[src/rtl/fpu_table_pkg.sv]
// Shared types and helpers for the FPU seed-table loader.
`default_nettype none

package fpu_table_pkg;

  typedef enum logic [1:0] {
    IDLE = 2'd0,
    LOAD = 2'd1,
    DONE = 2'd2
  } table_writer_state_t;

  function automatic int bytes_per_word(input int data_width);
    return data_width / 8;
  endfunction

endpackage

`default_nettype wire

[src/rtl/byte_packer.sv]
// Assembles little-endian bytes into DATA_WIDTH-bit words; word_o already includes the byte on the input.
`default_nettype none

module byte_packer
  import fpu_table_pkg::*;
#(
  parameter int DATA_WIDTH = 32
) (
  input  logic                  clk,
  input  logic                  rst,
  input  logic                  clear_i,
  input  logic                  byte_valid_i,
  input  logic [7:0]            byte_i,
  output logic                  word_valid_o,
  output logic [DATA_WIDTH-1:0] word_o
);

  localparam int BYTES_PER_WORD = bytes_per_word(DATA_WIDTH);
  localparam int IDX_W = (BYTES_PER_WORD > 1) ? $clog2(BYTES_PER_WORD) : 1;
  localparam logic [IDX_W-1:0] c_LAST_LANE = IDX_W'(BYTES_PER_WORD - 1);

  logic [IDX_W-1:0]      idx_q;
  logic [DATA_WIDTH-1:0] word_q;

  always_comb begin
    word_o = word_q;
    word_o[int'(idx_q) * 8 +: 8] = byte_i;
    word_valid_o = byte_valid_i && (idx_q == c_LAST_LANE);
  end

  always_ff @(posedge clk or posedge rst) begin
    if (rst) begin
      idx_q  <= '0;
      word_q <= '0;
    end else if (clear_i) begin
      idx_q  <= '0;
      word_q <= '0;
    end else if (byte_valid_i) begin
      word_q <= word_o;
      idx_q  <= (idx_q == c_LAST_LANE) ? '0 : idx_q + 1'b1;
    end
  end

endmodule

`default_nettype wire

[src/rtl/table_writer.sv]
// Streams bytes into a lookup-table RAM write port, one registered write per packed word.
`default_nettype none

module table_writer
  import fpu_table_pkg::*;
#(
  parameter int DATA_WIDTH = 32,
  parameter int DATA_DEPTH = 1024,
  parameter int ADDR_WIDTH = 10
) (
  input  logic                  clk,
  input  logic                  rst,
  input  logic                  start_i,
  input  logic                  abort_i,
  input  logic [7:0]            in_data_i,
  input  logic                  in_valid_i,
  output logic                  in_ready_o,
  output logic                  we_o,
  output logic [ADDR_WIDTH-1:0] waddr_o,
  output logic [DATA_WIDTH-1:0] wdata_o,
  output logic                  busy_o,
  output logic                  done_o,
  output logic [ADDR_WIDTH:0]   count_o,
  output logic [DATA_WIDTH-1:0] checksum_o
);

  if ((DATA_WIDTH % 8 != 0) || (DATA_DEPTH > (1 << ADDR_WIDTH))) begin : g_param_check
    $error("table_writer: DATA_WIDTH must be a multiple of 8 and DATA_DEPTH must fit in ADDR_WIDTH");
  end

  localparam logic [ADDR_WIDTH:0] c_LAST_WORD = (ADDR_WIDTH + 1)'(DATA_DEPTH - 1);

  table_writer_state_t state_q, state_d;

  logic                  we_q;
  logic [ADDR_WIDTH-1:0] waddr_q;
  logic [DATA_WIDTH-1:0] wdata_q;
  logic [ADDR_WIDTH:0]   count_q;
  logic [DATA_WIDTH-1:0] checksum_q;

  logic                  start_ok;
  logic                  byte_ok;
  logic                  word_valid;
  logic [DATA_WIDTH-1:0] word;

  assign in_ready_o = (state_q == LOAD);
  assign busy_o     = (state_q == LOAD);
  assign done_o     = (state_q == DONE);
  assign we_o       = we_q;
  assign waddr_o    = waddr_q;
  assign wdata_o    = wdata_q;
  assign count_o    = count_q;
  assign checksum_o = checksum_q;

  // abort wins over both a start and a byte handshake in the same cycle
  assign start_ok = start_i && !abort_i && (state_q != LOAD);
  assign byte_ok  = in_valid_i && in_ready_o && !abort_i;

  byte_packer #(
    .DATA_WIDTH (DATA_WIDTH)
  ) u_packer (
    .clk          (clk),
    .rst          (rst),
    .clear_i      (start_ok || abort_i),
    .byte_valid_i (byte_ok),
    .byte_i       (in_data_i),
    .word_valid_o (word_valid),
    .word_o       (word)
  );

  always_comb begin
    state_d = state_q;
    case (state_q)
      IDLE, DONE: begin
        if (abort_i)      state_d = IDLE;
        else if (start_i) state_d = LOAD;
      end
      LOAD: begin
        if (abort_i)                                  state_d = IDLE;
        else if (word_valid && count_q == c_LAST_WORD) state_d = DONE;
      end
      default: state_d = IDLE;
    endcase
  end

  always_ff @(posedge clk or posedge rst) begin
    if (rst) begin
      state_q    <= IDLE;
      we_q       <= 1'b0;
      waddr_q    <= '0;
      wdata_q    <= '0;
      count_q    <= '0;
      checksum_q <= '0;
    end else begin
      state_q <= state_d;
      we_q    <= 1'b0;
      if (start_ok) begin
        count_q    <= '0;
        checksum_q <= '0;
      end else if (word_valid) begin
        we_q       <= 1'b1;
        waddr_q    <= count_q[ADDR_WIDTH-1:0];
        wdata_q    <= word;
        count_q    <= count_q + 1'b1;
        checksum_q <= checksum_q + word;
      end
    end
  end

endmodule

`default_nettype wire

[config.mk]
export PLATFORM = sky130hd
export DESIGN_NAME = table_writer
export DESIGN_NICKNAME = d
export VERILOG_FILES = /design/src/rtl/fpu_table_pkg.sv /design/src/rtl/byte_packer.sv /design/src/rtl/table_writer.sv
export SDC_FILE = /design/constraint.sdc
export NUM_CORES = 1
export LEC_CHECK = 0
export CORE_ASPECT_RATIO = 0.6
export CORE_MARGIN = 4
export CORE_UTILIZATION = 55
export DETAILED_ROUTE_END_ITERATION = 7
export GPL_ROUTABILITY_DRIVEN = 1
export PLACE_DENSITY = 0.81
export SYNTH_ARGS = -nofsm -noshare
export SYNTH_HDL_FRONTEND = slang
export SYNTH_SLANG_ARGS = --single-unit
[constraint.sdc]
create_clock -name clk -period 5.4 [get_ports clk]
set_input_delay 1.08 -clock clk [delete_from_list [all_inputs] [get_ports clk]]
set_output_delay 1.08 -clock clk [all_outputs]
set_load 0.03 [all_outputs]
==> out/metrics.cfg, run 1 <==
[grt]
antenna_found_initial = 0
met1_usage = 0.4132
grt_max_degree = 76
grt_remaining_overflow = 0
gr-usage-all-layers = 0.2778
use_met3 = 0.05397
grt_pass1_vias = 6099
top_usage_layer = met2
grt_pass1_wl_mm = 32.29
use_met2 = 0.4144

[yosys]
synth_seq_cells = 122
synth.top_cell.area_share = 0.4371
synth_edf_count = 0
synth.net_count = 851
synth_flop_cell = dfrtp_1
yosysWarnings = 0
synth.top_cells.by_area = dfrtp_1, ha_1, o21ai_0
synth_seq_area_share = 0.4371
synthesis.area_um2 = 6984
async_reset_ff_frac = 1.000
avgSynthCellArea_um2 = 8.785
yosysUniqueCellTypes = 69
yosysTopAreaCell = dfrtp_1
syn_inst = 795

[clock_network]
cts.clk_slew.worst_paths_ns = 0.06
clock_sinks = 122
root_buffer = clkbuf_16
cts_resized = 0
cts_setup_buffers = 0
postCtsHoldBufs = 0
max-clock-path-buffers = 2
cts_buffers = 17
clock_latency_ns = 0.42
htreeDepth = 4
cts_tree = built

[finish]
finalNonFillerCells = 1061
nNetsFinal = 939
final_cell_mix = nand2_1, dfrtp_1, o21ai_0, clkdlybuf4s50_1, a21oi_1
n_antenna_cell = 0
area_growth_pct = 23.72
fin_util = 0.7072
final_common_cell = nand2_1
drive_gt1_frac = 0.06808

[min_path]
min_path_type = register to register

[power]
ir_worst_vdd_mv = 0.2351
p_per_area_nw_per_um2 = 259.0
leakage_nw = 4.072

[place]
dp.cells = 1029
hpwl_mm = 14.33
pre_cts_ws_ns = 1.019
portBuffers = 101
routabilityCongestion = 0.9453

[routing]
wl_per_cell_um = 18.60
first_iter_violations = 505
avgViaCountPerCell = 5.976
dr.pass1.iters = 6
vias = 6341
route.final.wire_length_mm = 19.74
ant_nets = 0
drc = 0

[setup_path]
critPathTopFamily = compound AO/OA/AOI/OAI gates
cp.arrival_ns = 4.78
slowest_delay_ns = 0.82
worst-path-max-fanout = 10
cpMaxStageDelayCell = nor3b_1
worstSetupStartpointType = register
crit_path_end_kind = register
cpMostUsedCell = a21oi_1
critPathKind = register to register
critical_path_buf_inv_count = 2
worstPathCellList = inv_2, ha_1, nor3b_1, a21oi_1, inv_1, ha_1, a21oi_1, nor2_1, a221oi_2, a21oi_1, o21ai_2, a21boi_0, or3_1, nand3_1
cp.required_ns = 5.75

[sta]
tightest_slew_ns = 1.088
setup_violations = 0
finClkSkew_ns = 0.01185
drv_slew = 0
fmax_mhz = 225.4
finalCritPeriodShare = 0.8216
fin_ws_ns = 0.9634
finalCriticalPeriod_ns = 4.437
holdWs_ns = 0.4699
finalHoldViolCount = 0
fin_tns_setup_ns = 0
rsz0062_at_grt = no
relSlewSlack = 0.2723

[floorplanning]
die_area_um2 = 14620
start_util = 0.5716
core-area_um2 = 12220
die_x_um = 153.5
num_rows = 31
die_y_um = 95.29
num_io_pins = 102

[status]
status = complete, no violations

[flow_run]
cap_violations = 0

[synthesized netlist by cell type (15+ instances only)]
master,instances
nand2_1,123
dfrtp_1,122
o21ai_0,101
a21oi_1,63
inv_1,44
ha_1,42
nand3_1,41
nor2b_1,37
nor2_1,29
clkbuf_1,23
xnor2_1,20
nor3_1,15
[cells by family (layout without fill, tap and decap cells)]
| family | Yosys count | count (layout) | share of synthesized area |
|---|---|---|---|
| compound gates | 236 | 236 | 0.2058 |
| xor+xnor | 30 | 30 | 0.03762 |
| fa+ha+maj | 43 | 43 | 0.07811 |
| buf+inv | 83 | 184 | 0.04711 |
| flops | 122 | 122 | 0.4371 |
| mux | 1 | 1 | 0.001433 |
| simple gates | 280 | 280 | 0.1928 |
[per-stage QoR]
stage / area, um2 / total power [mW]
6_report: 8641 / 2.238
3_5_place_dp: 8099 / 1.210
2_1_floorplan: 6984 / 1.121
3_3_place_gp: 8099 / 1.197
4_1_cts: 8641 / 2.246
5_1_grt: 8641 / 2.324
[layer usage]
layer,vias to the layer above,share of wire,wire [um]
met2,278,0.44,8628
met1,3095,0.46,9119
li1,2942,-,-
met3,26,0.087,1718
met4,0,0.014,270
met5,-,0,0
[power by group]
part           switching, mW  internal [mW]
logic                  0.187         0.0789
registers             0.0105          0.923
clock network          0.443          0.595
[sequential cells by signal, summed over array words and instances, names as in the netlist]
register,count
we_o,1
u_packer.idx_q,2
waddr_o,10
u_packer.word_q,32
checksum_o,32
state_q,2
count_o,11
wdata_o,32
[worst paths after layout]
check                      slack, ns  cells past startpoint                             from                              end
setup / recovery                0.96                     14    u_packer.idx_q[0]$_DFFE_PP0P_       checksum_o[30]$_DFFE_PP0P_
hold / removal                  0.47                      2  u_packer.word_q[31]$_DFFE_PP0P_  u_packer.word_q[31]$_DFFE_PP0P_
setup reg to reg                0.96                     14    u_packer.idx_q[0]$_DFFE_PP0P_       checksum_o[30]$_DFFE_PP0P_
hold reg to reg                 0.47                      2  u_packer.word_q[31]$_DFFE_PP0P_  u_packer.word_q[31]$_DFFE_PP0P_
max in group asynchronous       3.49                      3                              rst       checksum_o[11]$_DFFE_PP0P_
min in group asynchronous       0.95                      2                              rst           wdata_o[5]$_DFFE_PP0P_
[worst register-to-register path: stages (launching register included)]
cell and delay (ns):
dfrtp_1 0.46, inv_2 0.16, ha_1 0.39, nor3b_1 0.82, a21oi_1 0.32, inv_1 0.20
ha_1 0.28, a21oi_1 0.21, nor2_1 0.09, a221oi_2 0.28, a21oi_1 0.20, o21ai_2 0.29
a21boi_0 0.22, or3_1 0.38, nand3_1 0.07
[final cells by class]
class | count | area, um2
inverter | 46 | 176.4
multi-input combinational | 590 | 3615
tap | 165 | 206.4
clock inverter | 14 | 112.6
sequential | 122 | 3053
clock buffer | 18 | 429.2
timing repair buffer | 106 | 1049
fill | 956 | 3577
Power figures use the tool's default switching activity.
==> run 2: changes to the inputs <==
==> constraint.sdc (replaced) <==
create_clock -name clk -period 4.2 [get_ports clk]
set_input_delay 0.84 -clock clk [delete_from_list [all_inputs] [get_ports clk]]
set_output_delay 0.84 -clock clk [all_outputs]
set_load 0.03 [all_outputs]
==> out/metrics.cfg, run 2 (synthesis gave the netlist of run 1 again) <==
[power]
combinationalPowerShare = 0.118  ; about the same
internal_power_mw = 2.202  ; +38%
switching_share = 0.2768  ; -0.009394
p_seq_frac = 0.395  ; -0.022
leakage_nw = 4.165  ; +2.3%
p_per_area_nw_per_um2 = 346.2  ; +34%
p_switching_mw = 0.8431  ; +32%
ir_worst_vdd_mv = 0.2638  ; +12%
p_clk_frac = 0.488  ; +0.024

[finish]
area_growth_pct = 25.96
fin_util = 0.7200  ; +0.01280
num-fill-cells = 889  ; -7.0%
drive_gt1_frac = 0.08269  ; +0.01461
n_antenna_cell = 0  ; unchanged
final_cell_mix = nand2_1, dfrtp_1, o21ai_0, clkdlybuf4s50_1, a21oi_1
nNetsFinal = 950  ; +1.2%
final_common_cell = nand2_1

[clock_network]
cts_tree = built
cts.clk_slew.worst_paths_ns = 0.06  ; about the same
htreeDepth = 4  ; unchanged
root_buffer = clkbuf_16
postCtsHoldBufs = 0  ; unchanged
cts_setup_buffers = 0  ; unchanged
max-clock-path-buffers = 2  ; unchanged
clock_sinks = 122  ; unchanged
clock_latency_ns = 0.42  ; about the same
cts_buffers = 17  ; unchanged

[floorplanning]
die_x_um = 153.5  ; unchanged
start_util = 0.5716  ; unchanged
num_rows = 31  ; unchanged
die_y_um = 95.29  ; unchanged
core-area_um2 = 12220  ; unchanged
die_area_um2 = 14620  ; unchanged
num_io_pins = 102  ; unchanged

[routing]
ant_nets = 0  ; unchanged
first_iter_violations = 605  ; +20%
route.final.wire_length_mm = 20.15  ; +2.1%
avgViaCountPerCell = 5.952  ; -0.40%
dr.pass1.iters = 6  ; unchanged
vias = 6381  ; +0.63%
wl_per_cell_um = 18.80  ; +1.1%
drc = 0  ; unchanged

[grt]
grt_pass1_vias = 6183  ; +1.4%
grt_max_degree = 89  ; +17%
grt_pass1_wl_mm = 32.52  ; +0.72%
gr-usage-all-layers = 0.2815  ; +0.003620
antenna_found_initial = 0  ; unchanged
grt_remaining_overflow = 0  ; unchanged

[setup_path]
critPathKind = register to register
cp.arrival_ns = 4.22  ; -0.56 ns
worstSetupStartpointType = register
crit_path_end_kind = register
cp.required_ns = 4.46  ; -1.29 ns
worst-path-max-fanout = 8  ; -2

[sta]
rsz0062_at_grt = no
drv_slew = 0  ; unchanged
setup_violations = 0  ; unchanged
finalCriticalPeriod_ns = 3.952  ; -0.4850 ns
tightest_slew_ns = 1.096  ; +0.007569 ns
fin_tns_setup_ns = 0  ; unchanged
finalHoldViolCount = 0  ; unchanged
finClkSkew_ns = 0.01570  ; +0.003852 ns
fmax_mhz = 253.1  ; +12%
finalCritPeriodShare = 0.9409  ; +0.1193
relSlewSlack = 0.2672  ; -0.005061

[min_path]
min_path_type = register to register

[place]
hpwl_mm = 14.39  ; +0.39%
routabilityCongestion = 0.9362  ; -0.96%
portBuffers = 101  ; unchanged

[flow_run]
cap_violations = 0  ; unchanged

[status]
status = complete, no violations

## run 2: cell type report
| class | instances | area, um2 | share of cell area |
|---|---|---|---|
| clock inverters | 14 | 160.2 | 0.01821 |
| inverters | 46 | 176.4 | 0.02005 |
| multi-input cells | 590 | 3631 | 0.4127 |
| flip-flops and latches | 122 | 3053 | 0.3470 |
| well taps | 165 | 206.4 | 0.02347 |
| clock buffers | 18 | 439.2 | 0.04992 |
| repair buffers | 117 | 1131 | 0.1286 |
## run 2: power groups by stage
stage / Clock (mW) / Combinational [mW] / Sequential, mW
final: 1.48 / 0.359 / 1.20
after global routing: 1.56 / 0.389 / 1.20
after global placement: 0 / 0.322 / 1.22
after detailed placement: 0 / 0.337 / 1.22
after CTS: 1.49 / 0.341 / 1.20
after floorplan: 0 / 0.218 / 1.22
## run 2: per-layer routing
metal	share of wire	GRT usage	vias to the layer above	routed length (um)
met2	0.44	0.4231	302	8822
met4	0.017	0.08303	0	343
met5	0	0	-	0
met3	0.081	0.06032	37	1632
met1	0.46	0.4130	3069	9352
li1	-	-	2973	-
## run 2: per-stage QoR
step                power, mW  instances  setup slack (ns)  hold WS (ns)  area (um2)
CTS                     3.036       1072           0.01793        0.4775        8781
detailed placement      1.558       1040           0.03705        0.4618        8182
finish                  3.046       1072            0.2484        0.4715        8797
global route            3.148       1072           0.02614        0.4932        8797
floorplan               1.441        795            0.1175        0.4422        6984
global placement        1.542       1040            0.1076        0.4538        8182
## run 2: worst paths after layout
kind | start | end | slack, ns | cells after the start
max | u_packer.idx_q[0]$_DFFE_PP0P_ | checksum_o[19]$_DFFE_PP0P_ | 0.25 | 14
min | u_packer.word_q[0]$_DFFE_PP0P_ | u_packer.word_q[0]$_DFFE_PP0P_ | 0.47 | 2
max reg2reg | u_packer.idx_q[0]$_DFFE_PP0P_ | checksum_o[19]$_DFFE_PP0P_ | 0.25 | 14
min reg2reg | u_packer.word_q[0]$_DFFE_PP0P_ | u_packer.word_q[0]$_DFFE_PP0P_ | 0.47 | 2
max in group asynchronous | rst | u_packer.idx_q[0]$_DFFE_PP0P_ | 2.53 | 3
min in group asynchronous | rst | wdata_o[5]$_DFFE_PP0P_ | 0.86 | 2
## run 2: critical path, stage by stage (launching register included)
cell and delay (ns):
dfrtp_1 0.49, inv_2 0.14, ha_1 0.40, nor3b_2 0.47, a21oi_1 0.24, inv_1 0.16
ha_1 0.26, a211oi_1 0.34, o211ai_2 0.20, a21oi_4 0.21, o21ba_4 0.19, o31ai_2 0.09
a311oi_1 0.34, xor2_1 0.19, o21ai_1 0.08
## run 2: repair_timing
action                                  CTS  global route
endpoints found under the setup margin    0            16
resized for setup                         0             3
endpoints found under the hold margin     0             0
==> run 3: changes to the inputs <==
--- a/config.mk
+++ b/config.mk
@@ -5,12 +5,14 @@
 export SDC_FILE = /design/constraint.sdc
 export NUM_CORES = 1
 export LEC_CHECK = 0
+export CELL_PAD_IN_SITES_DETAIL_PLACEMENT = 1
+export CELL_PAD_IN_SITES_GLOBAL_PLACEMENT = 1
 export CORE_ASPECT_RATIO = 0.6
 export CORE_MARGIN = 4
-export CORE_UTILIZATION = 55
+export CORE_UTILIZATION = 42
 export DETAILED_ROUTE_END_ITERATION = 7
 export GPL_ROUTABILITY_DRIVEN = 1
-export PLACE_DENSITY = 0.81
+export PLACE_DENSITY_LB_ADDON = 0.1
 export SYNTH_ARGS = -nofsm -noshare
 export SYNTH_HDL_FRONTEND = slang
 export SYNTH_SLANG_ARGS = --single-unit
==> out/metrics.cfg, run 3 (synthesis gave the netlist of run 1 again) <==
[setup_path]
slowest_delay_ns = 0.43  ; -0.06 ns
worst-path-max-fanout = 8  ; unchanged
crit_path_end_kind = register
cp.arrival_ns = 4.19  ; -0.03 ns
cpMaxStageDelayCell = dfrtp_1
worstPathCellList = inv_1, ha_1, nand2_1, nor3_4, a21oi_1, inv_1, ha_1, a21oi_1, o211ai_1, a21oi_1, o22ai_1, a211oi_2, mux2i_1, a311oi_1, o21ai_1
reg2reg_depth = 15  ; +1
critical_path.startpoint = u_packer.idx_q[1]$_DFFE_PP0P_
critPathKind = register to register
cp.required_ns = 4.50  ; +0.04 ns
r2r-start = u_packer.idx_q[1]$_DFFE_PP0P_
cpMostUsedCell = a21oi_1
worstSetupStartpointType = register

[finish]
finalNonFillerCells = 1155  ; +7.7%
final_common_cell = nand2_1
multi_input_area_um2 = 3649  ; +0.48%
final_cell_mix = nand2_1, dfrtp_1, o21ai_0, clkdlybuf4s50_1, a21oi_1
n_antenna_cell = 0  ; unchanged
regArea_um2 = 3053  ; unchanged
nNetsFinal = 970  ; +2.1%
area_growth_pct = 29.61
drive_gt1_frac = 0.1025  ; +0.01979
final_cell_area_um2 = 9052  ; +2.9%
num-fill-cells = 1873  ; +110%

[clock_network]
postCtsHoldBufs = 0  ; unchanged
cts_tree = built
cts.clk_slew.worst_paths_ns = 0.06  ; about the same
clock_sinks = 122  ; unchanged
cts_buffers = 17  ; unchanged
htreeDepth = 4  ; unchanged
clock_latency_ns = 0.43  ; about the same
max-clock-path-buffers = 2  ; unchanged
root_buffer = clkbuf_16

[sta]
relSlewSlack = 0.1841  ; -0.08315
tightest_slew_ns = 1.220  ; +0.1243 ns
fmax_mhz = 256.9  ; +1.5%
drv_slew = 0  ; unchanged
finalCriticalPeriod_ns = 3.893  ; -0.05855 ns
finalCritPeriodShare = 0.9269  ; -0.01394
rsz0062_at_grt = no
setup_violations = 0  ; unchanged
fin_ws_ns = 0.3069  ; +0.05855 ns
fin_tns_setup_ns = 0  ; unchanged
finClkSkew_ns = 0.01015  ; -0.005547 ns
finalHoldViolCount = 0  ; unchanged

[floorplanning]
num_rows = 36  ; +16%
core-area_um2 = 16260  ; +33%
die_x_um = 174.5  ; +14%
die_y_um = 107.9  ; +13%
start_util = 0.4295  ; -0.1421
num_io_pins = 102  ; unchanged
die_area_um2 = 18820  ; +29%

[routing]
ant_nets = 0  ; unchanged
dr.pass1.iters = 5  ; -1
vias = 6393  ; +0.19%
first_iter_violations = 460  ; -24%
top_layer = met4
drt-met1-wl_mm = 12.66  ; +35%
route.final.wire_length_mm = 24.24  ; +20%
wl_met3_mm = 1.125  ; -31%
route.met2.wl_mm = 10.28  ; +16%
avgViaCountPerCell = 5.535  ; -7.0%
drc = 0  ; unchanged
wl_per_cell_um = 20.99  ; +12%

[power]
leakage_nw = 4.272  ; +2.6%
ir_worst_vdd_mv = 0.2115  ; -20%
p_per_area_nw_per_um2 = 347.9  ; +0.48%
totalPowerFinal_mw = 3.149  ; +3.4%

[grt]
grt_pass1_vias = 6692  ; +8.2%
antenna_found_initial = 0  ; unchanged
grt_max_degree = 78  ; -12%
gr-usage-all-layers = 0.2692  ; -0.01226
grt_remaining_overflow = 0  ; unchanged
grt_pass1_wl_mm = 39.16  ; +20%

[flow_run]
cap_violations = 0  ; unchanged

[place]
pre_cts_ws_ns = -0.09872  ; -0.1358 ns
hpwl_mm = 17.67  ; +23%
routabilityCongestion = 0.9191  ; -1.8%
portBuffers = 101  ; unchanged
dp.cells = 1123  ; +8.0%
place_area_um2 = 8423  ; +3.0%

[min_path]
min_from = waddr_o[3]$_DFFE_PP0P_
min_path_type = register to register
holdPathStages = 2  ; unchanged

[status]
status = complete, no violations

[run 3: cell count changes in the layout (fill, tap and decap cells not counted), moves of 2 or more]
| cell | before | now |
|---|---|---|
| inv_6 | 5 | 3 |
| clkinvlp_4 | 3 | 1 |
| buf_4 | 16 | 35 |
| clkinv_4 | 2 | 4 |
[run 3: final cells by class]
class / instances / share of cell area
clock buffers: 20 / 0.05045
inverters: 46 / 0.01949
clock inverters: 12 / 0.01534
repair buffers: 137 / 0.1429
well taps: 228 / 0.03151
flip-flops and latches: 122 / 0.3372
multi-input cells: 590 / 0.4030
[run 3: path summary, 6_finish.rpt]
path                            slack [ns]                          to
worst max-delay path                  0.31  checksum_o[31]$_DFFE_PP0P_
worst min-delay path                  0.47      waddr_o[3]$_DFFE_PP0P_
worst max register to register        0.31  checksum_o[31]$_DFFE_PP0P_
worst min register to register        0.47      waddr_o[3]$_DFFE_PP0P_
max in group asynchronous             2.47  checksum_o[13]$_DFFE_PP0P_
min in group asynchronous             0.85      waddr_o[6]$_DFFE_PP0P_
[run 3: metal layers]
metal | up-vias | GRT usage
met5 | - | 0
met1 | 3231 | 0.4175
met3 | 15 | 0.04598
met4 | 0 | 0.05872
met2 | 143 | 0.3912
li1 | 3004 | -
[run 3: worst max-delay path, delay by kind of cell (launching register included)]
family | cells | cell delay (ns)
flip-flops | 1 | 0.43
buffers and inverters | 2 | 0.32
multiplexers | 1 | 0.13
AO/OA/AOI/OAI | 8 | 1.66
AND/OR/NAND/NOR | 2 | 0.43
adder cells (fa/ha/maj) | 2 | 0.77
[run 3: what timing repair did]
action | CTS | global route
setup buffers | 0 | 0
setup endpoints to repair | 5 | 17
gates resized for setup | 2 | 5
[run 3: metrics by stage]
step | hold WS, ns | util
6_report | 0.4743 | 0.5567
5_1_grt | 0.5001 | 0.5567
4_1_cts | 0.4767 | 0.5552
3_5_place_dp | 0.4618 | 0.5180
3_3_place_gp | 0.4549 | 0.5180
2_1_floorplan | 0.4422 | -
[run 3: report_power, final]
part           internal (mW)  switching, mW  total, mW
Clock                  0.911          0.586       1.50
Combinational          0.153          0.303      0.456
Sequential              1.19        0.00867       1.20
Total                   2.25          0.898       3.15
